## config.mk

```make
export PLATFORM = sky130hd
export DESIGN_NAME = sol32_mem_sequencer
export DESIGN_NICKNAME = d
export VERILOG_FILES = /design/src/rtl/sol32_bus_pkg.sv /design/src/rtl/sol32_bus_watchdog.sv /design/src/rtl/sol32_mem_sequencer.sv
export SDC_FILE = /design/constraint.sdc
export NUM_CORES = 1
export LEC_CHECK = 0
export ABC_AREA = 1
export ABC_CLOCK_PERIOD_IN_PS = 1410
export BUFFER_PORTS_ARGS = -buffer_cell sky130_fd_sc_hd__buf_2
export CAP_MARGIN = 20
export CORE_MARGIN = 2
export CORE_UTILIZATION = 45
export DETAILED_ROUTE_END_ITERATION = 6
export PLACE_DENSITY = 0.78
export SYNTH_ARGS = -nofsm -noshare
export SYNTH_HDL_FRONTEND = slang
export SYNTH_SLANG_ARGS = --single-unit
```

## constraint.sdc

```tcl
create_clock -name Clock -period 1.41 [get_ports Clock]
set_input_delay 0.2115 -clock Clock [delete_from_list [all_inputs] [get_ports Clock]]
set_output_delay 0.2115 -clock Clock [all_outputs]
set_load 0.03 [all_outputs]
```

## src/rtl/sol32_bus_pkg.sv

```systemverilog
`default_nettype none
// ============================================================================
// Module   : sol32_bus_pkg
// Purpose  : Shared types and constants for the sol32 memory sequencer.
// Revision : 1.0 - initial release
// ============================================================================
package sol32_bus_pkg;

  // Sequencer states, one instruction per FETCH..COMMIT pass
  typedef enum logic [2:0] {
    IDLE     = 3'd0,
    FETCH    = 3'd1,
    DISPATCH = 3'd2,
    DATA     = 3'd3,
    COMMIT   = 3'd4,
    FAULT    = 3'd5
  } seq_state_t;

  // Bus access width encodings
  localparam logic [1:0] WidthByte = 2'b00;
  localparam logic [1:0] WidthHalf = 2'b01;
  localparam logic [1:0] WidthWord = 2'b10;

endpackage
`default_nettype wire

```

## src/rtl/sol32_bus_watchdog.sv

```systemverilog
`default_nettype none
// ============================================================================
// Module   : sol32_bus_watchdog
// Purpose  : Counts consecutive unacknowledged bus-request cycles and flags
//            expiry on the cycle the count reaches TimeoutCycles. An ack in
//            that same cycle wins, so Expired is never raised alongside Ack.
// Revision : 1.0 - initial release
// ============================================================================
module sol32_bus_watchdog #(
  parameter int unsigned TimeoutCycles = 255
) (
  input  logic Clock,
  input  logic Reset,
  input  logic Active,
  input  logic Ack,
  output logic Expired
);

  generate
    if (TimeoutCycles == 0) begin : g_disabled
      assign Expired = 1'b0;
    end else begin : g_enabled
      // Counter only needs to reach TimeoutCycles-1; the next stalled cycle expires
      localparam int c_cnt_w = (TimeoutCycles > 1) ? $clog2(TimeoutCycles) : 1;
      localparam logic [c_cnt_w-1:0] c_limit = c_cnt_w'(TimeoutCycles - 1);

      logic [c_cnt_w-1:0] r_count;

      // Advance on each stalled request cycle; any ack or idle bus clears it
      always_ff @(posedge Clock) begin
        if (!Reset) begin
          r_count <= '0;
        end else if (Active && !Ack) begin
          r_count <= r_count + c_cnt_w'(1);
        end else begin
          r_count <= '0;
        end
      end

      assign Expired = Active && !Ack && (r_count == c_limit);
    end
  endgenerate

endmodule
`default_nettype wire

```

## src/rtl/sol32_mem_sequencer.sv

```systemverilog
`default_nettype none
// ============================================================================
// Module   : sol32_mem_sequencer
// Purpose  : Serialises sol32core instruction fetch and one optional
//            load/store per instruction onto a single shared memory bus,
//            with a sticky bus-timeout fault.
// Revision : 1.0 - initial release
// ============================================================================
module sol32_mem_sequencer
  import sol32_bus_pkg::*;
#(
  parameter int unsigned TimeoutCycles = 255,
  parameter logic [1:0]  FetchWidth    = WidthWord
) (
  input  logic        Clock,
  input  logic        Reset,
  input  logic [31:0] InstructionPointer,
  output logic [31:0] Instruction,
  output logic        InstructionReady,
  input  logic        ReadEnable,
  input  logic        WriteEnable,
  input  logic [1:0]  DataWidth,
  input  logic [31:0] DataOut,
  input  logic [31:0] MemoryAddress,
  output logic [31:0] DataIn,
  output logic        ReadComplete,
  output logic        WriteComplete,
  output logic        BusRequest,
  output logic        BusWrite,
  output logic [1:0]  BusWidth,
  output logic [31:0] BusAddress,
  output logic [31:0] BusWriteData,
  input  logic [31:0] BusReadData,
  input  logic        BusAck,
  output logic        Fault
);

  seq_state_t  r_state;
  seq_state_t  w_state_next;
  logic        w_ack;
  logic        w_expired;
  logic        w_load_fetch;
  logic        w_load_data;
  logic        w_ready;
  logic        r_bus_req;
  logic        r_bus_write;
  logic [1:0]  r_bus_width;
  logic [31:0] r_bus_addr;
  logic [31:0] r_bus_wdata;
  logic [31:0] r_instruction;
  logic [31:0] r_data_in;

  // An ack only counts while a request is actually outstanding
  assign w_ack = BusAck & r_bus_req;

  sol32_bus_watchdog #(
    .TimeoutCycles (TimeoutCycles)
  ) u_watchdog (
    .Clock   (Clock),
    .Reset   (Reset),
    .Active  (r_bus_req),
    .Ack     (BusAck),
    .Expired (w_expired)
  );

  // State register
  always_ff @(posedge Clock) begin
    if (!Reset) begin
      r_state <= IDLE;
    end else begin
      r_state <= w_state_next;
    end
  end

  // Next-state logic plus bus-load strobes and the core release pulse
  always_comb begin
    w_state_next = r_state;
    w_load_fetch = 1'b0;
    w_load_data  = 1'b0;
    w_ready      = 1'b0;
    case (r_state)
      IDLE: begin
        w_state_next = FETCH;
        w_load_fetch = 1'b1;
      end
      FETCH: begin
        if (w_expired) begin
          w_state_next = FAULT;
        end else if (w_ack) begin
          w_state_next = DISPATCH;
        end
      end
      DISPATCH: begin
        if (ReadEnable || WriteEnable) begin
          w_state_next = DATA;
          w_load_data  = 1'b1;
        end else begin
          w_ready      = 1'b1;
          w_state_next = FETCH;
          w_load_fetch = 1'b1;
        end
      end
      DATA: begin
        if (w_expired) begin
          w_state_next = FAULT;
        end else if (w_ack) begin
          w_state_next = COMMIT;
        end
      end
      COMMIT: begin
        w_ready      = 1'b1;
        w_state_next = FETCH;
        w_load_fetch = 1'b1;
      end
      FAULT: begin
        w_state_next = FAULT;
      end
      default: begin
        w_state_next = IDLE;
      end
    endcase
  end

  // Bus outputs are captured on entry to FETCH/DATA and held until ack or timeout
  always_ff @(posedge Clock) begin
    if (!Reset) begin
      r_bus_req   <= 1'b0;
      r_bus_write <= 1'b0;
      r_bus_width <= 2'b00;
      r_bus_addr  <= '0;
      r_bus_wdata <= '0;
    end else if (w_load_fetch) begin
      r_bus_req   <= 1'b1;
      r_bus_write <= 1'b0;
      r_bus_width <= FetchWidth;
      r_bus_addr  <= InstructionPointer;
    end else if (w_load_data) begin
      // A simultaneous read and write request resolves to a write
      r_bus_req   <= 1'b1;
      r_bus_write <= WriteEnable;
      r_bus_width <= DataWidth;
      r_bus_addr  <= MemoryAddress;
      r_bus_wdata <= DataOut;
    end else if (w_ack || w_expired) begin
      r_bus_req   <= 1'b0;
    end
  end

  // Capture the fetched instruction word
  always_ff @(posedge Clock) begin
    if (!Reset) begin
      r_instruction <= '0;
    end else if (r_state == FETCH && w_ack) begin
      r_instruction <= BusReadData;
    end
  end

  // Capture load data; stores and non-memory instructions leave it untouched
  always_ff @(posedge Clock) begin
    if (!Reset) begin
      r_data_in <= '0;
    end else if (r_state == DATA && w_ack && !r_bus_write) begin
      r_data_in <= BusReadData;
    end
  end

  assign Instruction      = r_instruction;
  assign DataIn           = r_data_in;
  assign InstructionReady = w_ready;
  assign ReadComplete     = !(r_state == DATA && !r_bus_write);
  assign WriteComplete    = !(r_state == DATA &&  r_bus_write);
  assign BusRequest       = r_bus_req;
  assign BusWrite         = r_bus_write;
  assign BusWidth         = r_bus_width;
  assign BusAddress       = r_bus_addr;
  assign BusWriteData     = r_bus_wdata;
  assign Fault            = (r_state == FAULT);

endmodule
`default_nettype wire

```

======== Word level (Yosys, flattened, before mapping) ========
Cells that the tools add are included.
storage, ports and cells
  register bits after elaboration ......... 143
  input bits .............................. 135
  output and inout port bits .............. 136
  word-level logic and storage cells ...... 61
cells by class
  add/sub/neg operators ................... 1
  equality and inequality tests ........... 8
  mux-type cells .......................... 18
  bitwise gates (word level) .............. 3
  reductions and logical operators ........ 21
operator list
  kind                                                                   count
  32-bit 2-to-1 mux                                                      2
  3-bit case mux with 5 select lines                                     1
  3-bit 2-to-1 mux                                                       4
  8-bit by 1-bit adder with 8-bit output, second input constant          1
  8-bit equality test, second input constant                             1
  1-bit logical AND                                                      7
  3-bit by 2-bit equality test with 1-bit output, second input constant  2
  3-bit equality test, second input constant                             2
  1-bit 2-to-1 mux                                                       6
  2-bit 2-to-1 mux                                                       3
  3-bit != test, second input constant                                   2
  2-bit AND reduction                                                    3
  1-bit zero test                                                        4
  1-bit case mux with 2 select lines                                     2
  2-bit OR reduction                                                     2
  3-bit by 1-bit equality test with 1-bit output, second input constant  1
  3-bit zero test                                                        1
  3-bit nonzero test                                                     1
  1-bit logical OR                                                       2
  1-bit NOT                                                              2
  2-bit nonzero test                                                     1
  1-bit bitwise AND                                                      1

======== Longest topological paths before layout ========
Gate-level depths: netlist of the first run.
  depth after elaboration ................. 7
  depth in mapped cells ................... 9
  mapped depth without buffers ............ 9

======== Modules after synthesis ========
A second synthesis of the first run with hierarchy kept.
second synthesis, totals
  cell total of the unflattened synthesis .. 767
  area total of the unflattened synthesis .. 5561.6 µm²
by module, submodules not included
  module               instances  cells each  area an instance (µm²)  sequential area each (µm²)
  sol32_mem_sequencer  1          718         5191.2                  2702.6
  sol32_bus_watchdog   1          49          370.4                   160.2

======== Worst setup path before layout of the first run ========
Ideal clock, no wire load.
  path kind ............................... register to register
  start ................................... reg r_state[2]
  end ..................................... reg r_state[2]
  library setup time ...................... 0.059 ns
  arrival ................................. 1.391 ns
  data required time ...................... 1.351 ns
  path slack .............................. -0.040 ns
  stages on the path, launching flop included .. 6
  period minus slack after synthesis ...... 1.450 ns
  cells stage by stage .................... dfxtp_1 -> inv_2 -> nor3_1 -> nor2_1 -> o21ai_0 -> and2_1
on the way
  elaborated cells between the ends (all ways) .. 11
  those cells by class .................... 7 x eq/ne; 1 x mux; 3 x reduce/logical
RTL lines
  what                                RTL line                   text
  start, declared                     sol32_mem_sequencer.sv:38  seq_state_t r_state;
  start signal, assigned              sol32_mem_sequencer.sv:71  r_state <= w_state_next;
  3-bit equality test                 n/a
  via Fault                           sol32_mem_sequencer.sv:35  output logic Fault
  3-bit case mux with 5 select lines  sol32_mem_sequencer.sv:81  case (r_state)
The timed path passes the listed nets, and every way through them passes these cells.
A chain may end at the register's enable or synchronous reset.

======== Worst setup path in the final report of the first run ========
  start ................................... reg r_bus_write, in the netlist BusWrite
  end ..................................... out ReadComplete
on the way
  cells in the longest elaborated chain, start to end .. 3
ends and longest elaborated chain
  what                    RTL line                    text
  start, declared         sol32_mem_sequencer.sv:46   logic r_bus_write;
  start signal, assigned  sol32_mem_sequencer.sv:140  r_bus_write <= WriteEnable;
  1-bit zero test         sol32_mem_sequencer.sv:170  assign ReadComplete = !(r_state == DATA && !r_bus_write);
  1-bit logical AND       sol32_mem_sequencer.sv:170
  1-bit zero test         sol32_mem_sequencer.sv:170
  end, declared           sol32_mem_sequencer.sv:26   output logic ReadComplete,
No other way between the ends.

==> out/metrics.yaml, run 1 <==
run_status:
  run_status: "complete, but fails checks"
  violations: "negative setup slack"
layout:
  layout-drive-gt1-share: 0.3778
  final-instance-count-excl-fill: 1232
  multi_input_area_um2: 2534
  antenna_cells: 0
  finish.instance_area_um2: 8349
  area.sequential_um2: 2872
  final_cell_mix: "sky130_fd_sc_hd__buf_2 (266), sky130_fd_sc_hd__nand2_1 (182), sky130_fd_sc_hd__dfxtp_1 (138)"
  mostFrequentLayoutCell: "sky130_fd_sc_hd__buf_2"
  nNetsFinal: 1190
  area_overhead_vs_synth_pct: 49.89
  fin_util: 0.6922
  num-fill-cells: 976
routing:
  drc_violations_left: 0
  dr.first_iter.drc_count: 422
  route.antenna.remaining_nets: 0
  firstDrtPassIters: 5
  vias_per_cell: 5.003
  routedWlPerCell_um: 14.88
  drt-total-wl_mm: 18.33
  routed-via-count: 6164
critical_path:
  timing.critical_path.to_type: "output pin"
  r2r_start: "r_state[2]$_SDFFE_PN0P_"
  worstPathBufferInverterCount: 3
  timing.critical_path.from_type: "register"
  cp_data_required_time_ps: 1200
  crit_path_cell_trace: "clkinv_2 > buf_12 > nand2_4 > buf_6"
  critical_path.max_stage_delay_ps: 400
  critical_path.slowest_cell: "sky130_fd_sc_hd__dfxtp_2"
  crit_start: "BusWrite$_SDFFE_PP0P_"
  critical_path.max_fanout: 33
  worstPathArrival_ps: 1320
  worst-setup-path-type: "reg -> out"
  timing.critical_path.max_delay_family: "flip-flops"
place:
  post_dp_cell_area_um2: 7197
  routabilityCongestion: 0.8344
  hpwl_mm: 11.68
  dpl.cell_count: 1182
  port_buffers: 270
floorplan:
  die_w_um: 115.3
  rows: 40
  fp.coreArea_um2: 12060
  initial_utilization: 0.4618
  die-height_um: 115.3
  dieArea_um2: 13280
  design.portCount: 271
synthesis:
  unique_masters_post_synth: 23
  ys_seq_area_frac: 0.5139
  synth_xor_area_frac: 0
  synth-seq-cells: 143
  synthMuxAreaShare: 0
  synth-compound-area-share: 0.1027
  netlist_area_um2: 5570
  yosys.area_share.simple: 0.3053
  yosys_warnings: 0
  synth_top_family_by_area: "simple AND/OR/NAND/NOR gates"
  syn-instance-count: 768
  synth_area_in_adders: 0.004492
  syn_nets: 905
  syn_area_per_cell_um2: 7.253
clock_network:
  clock_tree.root_cell: "sky130_fd_sc_hd__clkbuf_16"
  cts_tree: "yes"
  clk_pin_slew_worst_paths_ps: 60
  clock_tree.htree_level_count: 4
  numCtsBuffers: 17
  clock_latency_ps: 420
  cts.sinks: 143
  clk_path_buf_depth: 2
sta:
  final_critical_path_setup_slack_ps: -119.1
  timing.hold.ws_ps: 18.74
  slew-limit-headroom: 0.7361
  timing_hold_violations_final: 0
  grt_setup_unrepaired: "true"
  fmaxAchievable_mhz: 654.0
  post-route-period-util: 1.084
  timing_worst_slew_pin_value_ps: 395.9
  clock_skew_ps: 6.872
  setup_violation_total_in_the_final_timing_report: 46
  fin_crit_ps: 1529
  finalMaxSlewViolations: 0
run:
  drv.max_cap_violation_count: 0
power:
  finalPower_w: 0.01006
  vdd_drop_max_uv: 681.6
  pwr_density_cell_nw_per_um2: 1205
  p_leak_nw: 4.289
grt:
  vias_in_the_first_global_route: 5419
  gr-usage-all-layers: 0.2502
  grt_start_max_net_pins: 37
  grt_antenna_before_repair: 0
  grt.overflow.total: 0
  first_pass_grt_wire_length_mm: 26.07
hold_path:
  min_path_type: "in -> reg"
  hp_start: "DataOut[2]"
-- report_power, final --
part	internal (W)	leakage [nW]	switching, W
Clock	0.00249	0.274	0.00161
Sequential	0.00424	1.17	0.0000994
Combinational	0.000582	2.85	0.00104
-- layer usage --
layer,global-route usage,share of wire,up-vias
li1,-,-,3036
met2,0.4141,0.49,271
met3,0.06115,0.065,47
met4,0.1261,0.036,0
met1,0.3038,0.41,2810
met5,0,0,-
-- worst reg2reg max path, stage by stage (launching register included) --
cell and delay, ps:
sky130_fd_sc_hd__dfxtp_2 340, sky130_fd_sc_hd__inv_4 80, sky130_fd_sc_hd__nand2_4 60, sky130_fd_sc_hd__buf_6 120, sky130_fd_sc_hd__nor2_4 90, sky130_fd_sc_hd__inv_2 50
sky130_fd_sc_hd__nor2_4 140, sky130_fd_sc_hd__clkinv_4 120, sky130_fd_sc_hd__clkbuf_16 210, sky130_fd_sc_hd__nor2_4 100, sky130_fd_sc_hd__nor2_1 50
-- final timing paths --
| check | endpoint | slack (ps) | cells past startpoint |
|---|---|---|---|
| setup / recovery | ReadComplete | -120 | 4 |
| setup reg to reg | Instruction[2]$_SDFFE_PN0P_ | -50 | 10 |
| hold / removal | BusWriteData[2]$_SDFFE_PN0P_ | 20 | 3 |
| hold reg to reg | DataIn[30]$_SDFFE_PN0P_ | 460 | 2 |
-- cells by family (layout without fill, tap and decap cells) --
group                      after synthesis  after routing
adders and majority gates                2              2
and+or+nand+nor                        410            410
buffers and inverters                  100            396
AOI/OAI and AO/OA                      113            113
DFF                                    143            143
-- stage by stage --
step                      TNS (ps)  setup slack, ps
after floorplan                  0            23.47
after global placement      -292.3           -120.6
after detailed placement    -367.3           -93.10
after CTS                    -1002           -161.9
after global routing         -8541           -166.1
final                        -1284           -119.1
-- sequential cells by signal, indices dropped and copies added (netlist names) --
register                      flops
BusWriteData                     32
DataIn                           32
BusWidth                          2
u_watchdog.g_enabled.r_count      8
BusAddress                       32
Instruction                      32
BusRequest                        1
r_state                           3
BusWrite                          1
-- synthesized netlist by cell type, drive strengths merged --
cell type / number / area (um^2)
nand3b: 1 / 7.510
nand3: 38 / 190.2
nand2: 185 / 694.4
nor3: 2 / 10.01
and2: 1 / 6.260
dfxtp: 143 / 2863
buf: 25 / 128.9
a31oi: 2 / 12.51
a21oi: 40 / 200.2
ha: 2 / 25.02
o21ai: 71 / 359.1
inv: 49 / 183.9
nand4: 35 / 219.0
clkinv: 3 / 11.26
nor2: 148 / 573.1
clkbuf: 23 / 86.33
-- cell type report --
cell class	instances	area share
clock buffer	24	0.06129
clock inverter	6	0.003896
inverter	52	0.02473
multi-input combinational	525	0.3035
sequential	143	0.3439
tap	168	0.02518
timing repair buffer	314	0.2375
-- timing repair --
item                       in CTS  in global routing
pin swaps                       5                  5
hold buffers                    0                  0
resized for setup              24                 83
cloned                          1                  6
buffers inserted                6                  7
setup endpoints to repair       8                107
Power figures use the tool's default switching activity.
==> run 2, diff against run 1 <==
CTS_CLUSTER_SIZE = 12   (was default)
SKIP_LAST_GASP = 1   (was default)
==> run 2 against run 1 <==
Effect of this change: the run still ends with negative setup slack left; combinational power about the same; flip-flop and latch count unchanged; register-to-register slack about the same.
==> out/metrics.yaml, run 2 (same netlist as run 1, synthesis figures left out) <==
run_status:
  run_status: "complete, but fails checks"
  violations: "negative setup slack"
routing:
  drc_violations_left: 0
  firstDrtPassIters: 7
  dr.first_iter.drc_count: 507
  vias_per_cell: 5.015
  routedWlPerCell_um: 14.85
  routed-via-count: 6174
  route.antenna.remaining_nets: 0
  drt-total-wl_mm: 18.28
place:
  post_dp_cell_area_um2: 7197
  place_worst_setup_slack_ps: -93.10
  routabilityCongestion: 0.8344
  hpwl_mm: 11.68
  port_buffers: 270
critical_path:
  worst-setup-path-type: "reg -> out"
  crit_start: "r_state[2]$_SDFFE_PN0P_"
  cp_data_required_time_ps: 1200
  r2r_start: "r_state[2]$_SDFFE_PN0P_"
  worstPathArrival_ps: 1310
  timing.critical_path.from_type: "register"
  critical_path.max_fanout: 5
  timing.critical_path.to_type: "output pin"
floorplan:
  design.portCount: 271
  die-height_um: 115.3
  rows: 40
  die_w_um: 115.3
  dieArea_um2: 13280
  fp.coreArea_um2: 12060
  initial_utilization: 0.4618
power:
  finalPower_w: 0.01006
  p_switching_w: 0.002753
  p_leak_nw: 4.279
  p_sw_frac: 0.2738
  p_comb_frac: 0.160
  p_seq_frac: 0.431
  clkPwrFrac: 0.409
  internal-power_w: 0.007303
  pwr_density_cell_nw_per_um2: 1209
  vdd_drop_max_uv: 683.3
sta:
  final_critical_path_setup_slack_ps: -116.2
  timing.hold.ws_ps: 15.51
  tns_ps: -1132
  timing_hold_violations_final: 0
  grt_setup_unrepaired: "true"
  setup_violation_total_in_the_final_timing_report: 39
  post-route-period-util: 1.082
  clock_skew_ps: 7.385
  timing_worst_slew_pin_value_ps: 385.3
  fin_crit_ps: 1526
  slew-limit-headroom: 0.7422
  fmaxAchievable_mhz: 655.2
  finalMaxSlewViolations: 0
grt:
  first_pass_grt_wire_length_mm: 26.05
  grt_start_max_net_pins: 37
  grt_antenna_before_repair: 0
  gr-usage-all-layers: 0.2500
  grt.overflow.total: 0
  vias_in_the_first_global_route: 5416
hold_path:
  min_path_type: "in -> reg"
  hp_start: "DataOut[7]"
clock_network:
  clock_tree.htree_level_count: 4
  numCtsBuffers: 17
  clk_path_buf_depth: 2
  cts_tree: "yes"
  clock_tree.root_cell: "sky130_fd_sc_hd__clkbuf_16"
  clk_pin_slew_worst_paths_ps: 60
  cts.sinks: 143
  clock_latency_ps: 420
layout:
  mostFrequentLayoutCell: "sky130_fd_sc_hd__buf_2"
  multi_input_area_um2: 2526
  final_cell_mix: "sky130_fd_sc_hd__buf_2 (266), sky130_fd_sc_hd__nand2_1 (182), sky130_fd_sc_hd__dfxtp_1 (138)"
  area_overhead_vs_synth_pct: 49.30
  antenna_cells: 0
  layout-drive-gt1-share: 0.3763
  finish.instance_area_um2: 8317
  area.sequential_um2: 2872
  nNetsFinal: 1189
  num-fill-cells: 979
run:
  drv.max_cap_violation_count: 0
## run 2: changes by cell type in the layout (fill, tap and decap cells not counted), sizes merged
cell    change
clkbuf      -1
## run 2: area by class of cell
cell class | instances | area share
sequential | 143 | 0.3453
multi-input combinational | 525 | 0.3037
timing repair buffer | 313 | 0.2354
clock buffer | 24 | 0.06153
tap | 168 | 0.02527
inverter | 52 | 0.02482
clock inverter | 6 | 0.003912
## run 2: repair_timing
item                                   4_1_cts  5_1_grt
endpoints found under the hold margin        0        0
setup endpoints to repair                    8      106
gates cloned                                 1        5
hold buffers                                 0        0
pin swaps                                    5        5
buffers inserted                             6        7
gates resized for setup                     21       81
## run 2: final timing paths
| path | depth (start not counted) | end | slack, ps |
|---|---|---|---|
| worst max register to register | 10 | Instruction[2]$_SDFFE_PN0P_ | -60 |
| worst min register to register | 2 | DataIn[31]$_SDFFE_PN0P_ | 460 |
| worst max-delay path | 6 | ReadComplete | -120 |
| worst min-delay path | 3 | BusWriteData[7]$_SDFFE_PN0P_ | 20 |
## run 2: power by group through the flow
stage	registers (W)	clock network [W]	logic [W]
after CTS	0.00433	0.00415	0.00148
after global placement	0.00441	0	0.00143
after global routing	0.00435	0.00436	0.00174
after detailed placement	0.00441	0	0.00144
after floorplan	0.00477	0	0.000495
final	0.00434	0.00411	0.00161
## run 2: metal layers
layer	up-vias	part of all wire	global-route usage
met2	278	0.48	0.4133
met4	0	0.040	0.1261
met5	-	0	0
met3	58	0.069	0.06115
met1	2798	0.41	0.3038
li1	3040	-	-
## run 2: through the flow
step | std cells | util
4_1_cts | 1219 | 0.6531
5_1_grt | 1231 | 0.6895
3_5_place_dp | 1182 | 0.5967
6_report | 1231 | 0.6895
2_1_floorplan | 768 | -
3_3_place_gp | 1182 | 0.5967
## run 2: critical path: stages, from the launching register on
cell,delay [ps]
sky130_fd_sc_hd__dfxtp_2,340
sky130_fd_sc_hd__inv_4,80
sky130_fd_sc_hd__nand2_4,60
sky130_fd_sc_hd__nor2_4,110
sky130_fd_sc_hd__buf_12,130
sky130_fd_sc_hd__nand2_4,40
sky130_fd_sc_hd__buf_6,130
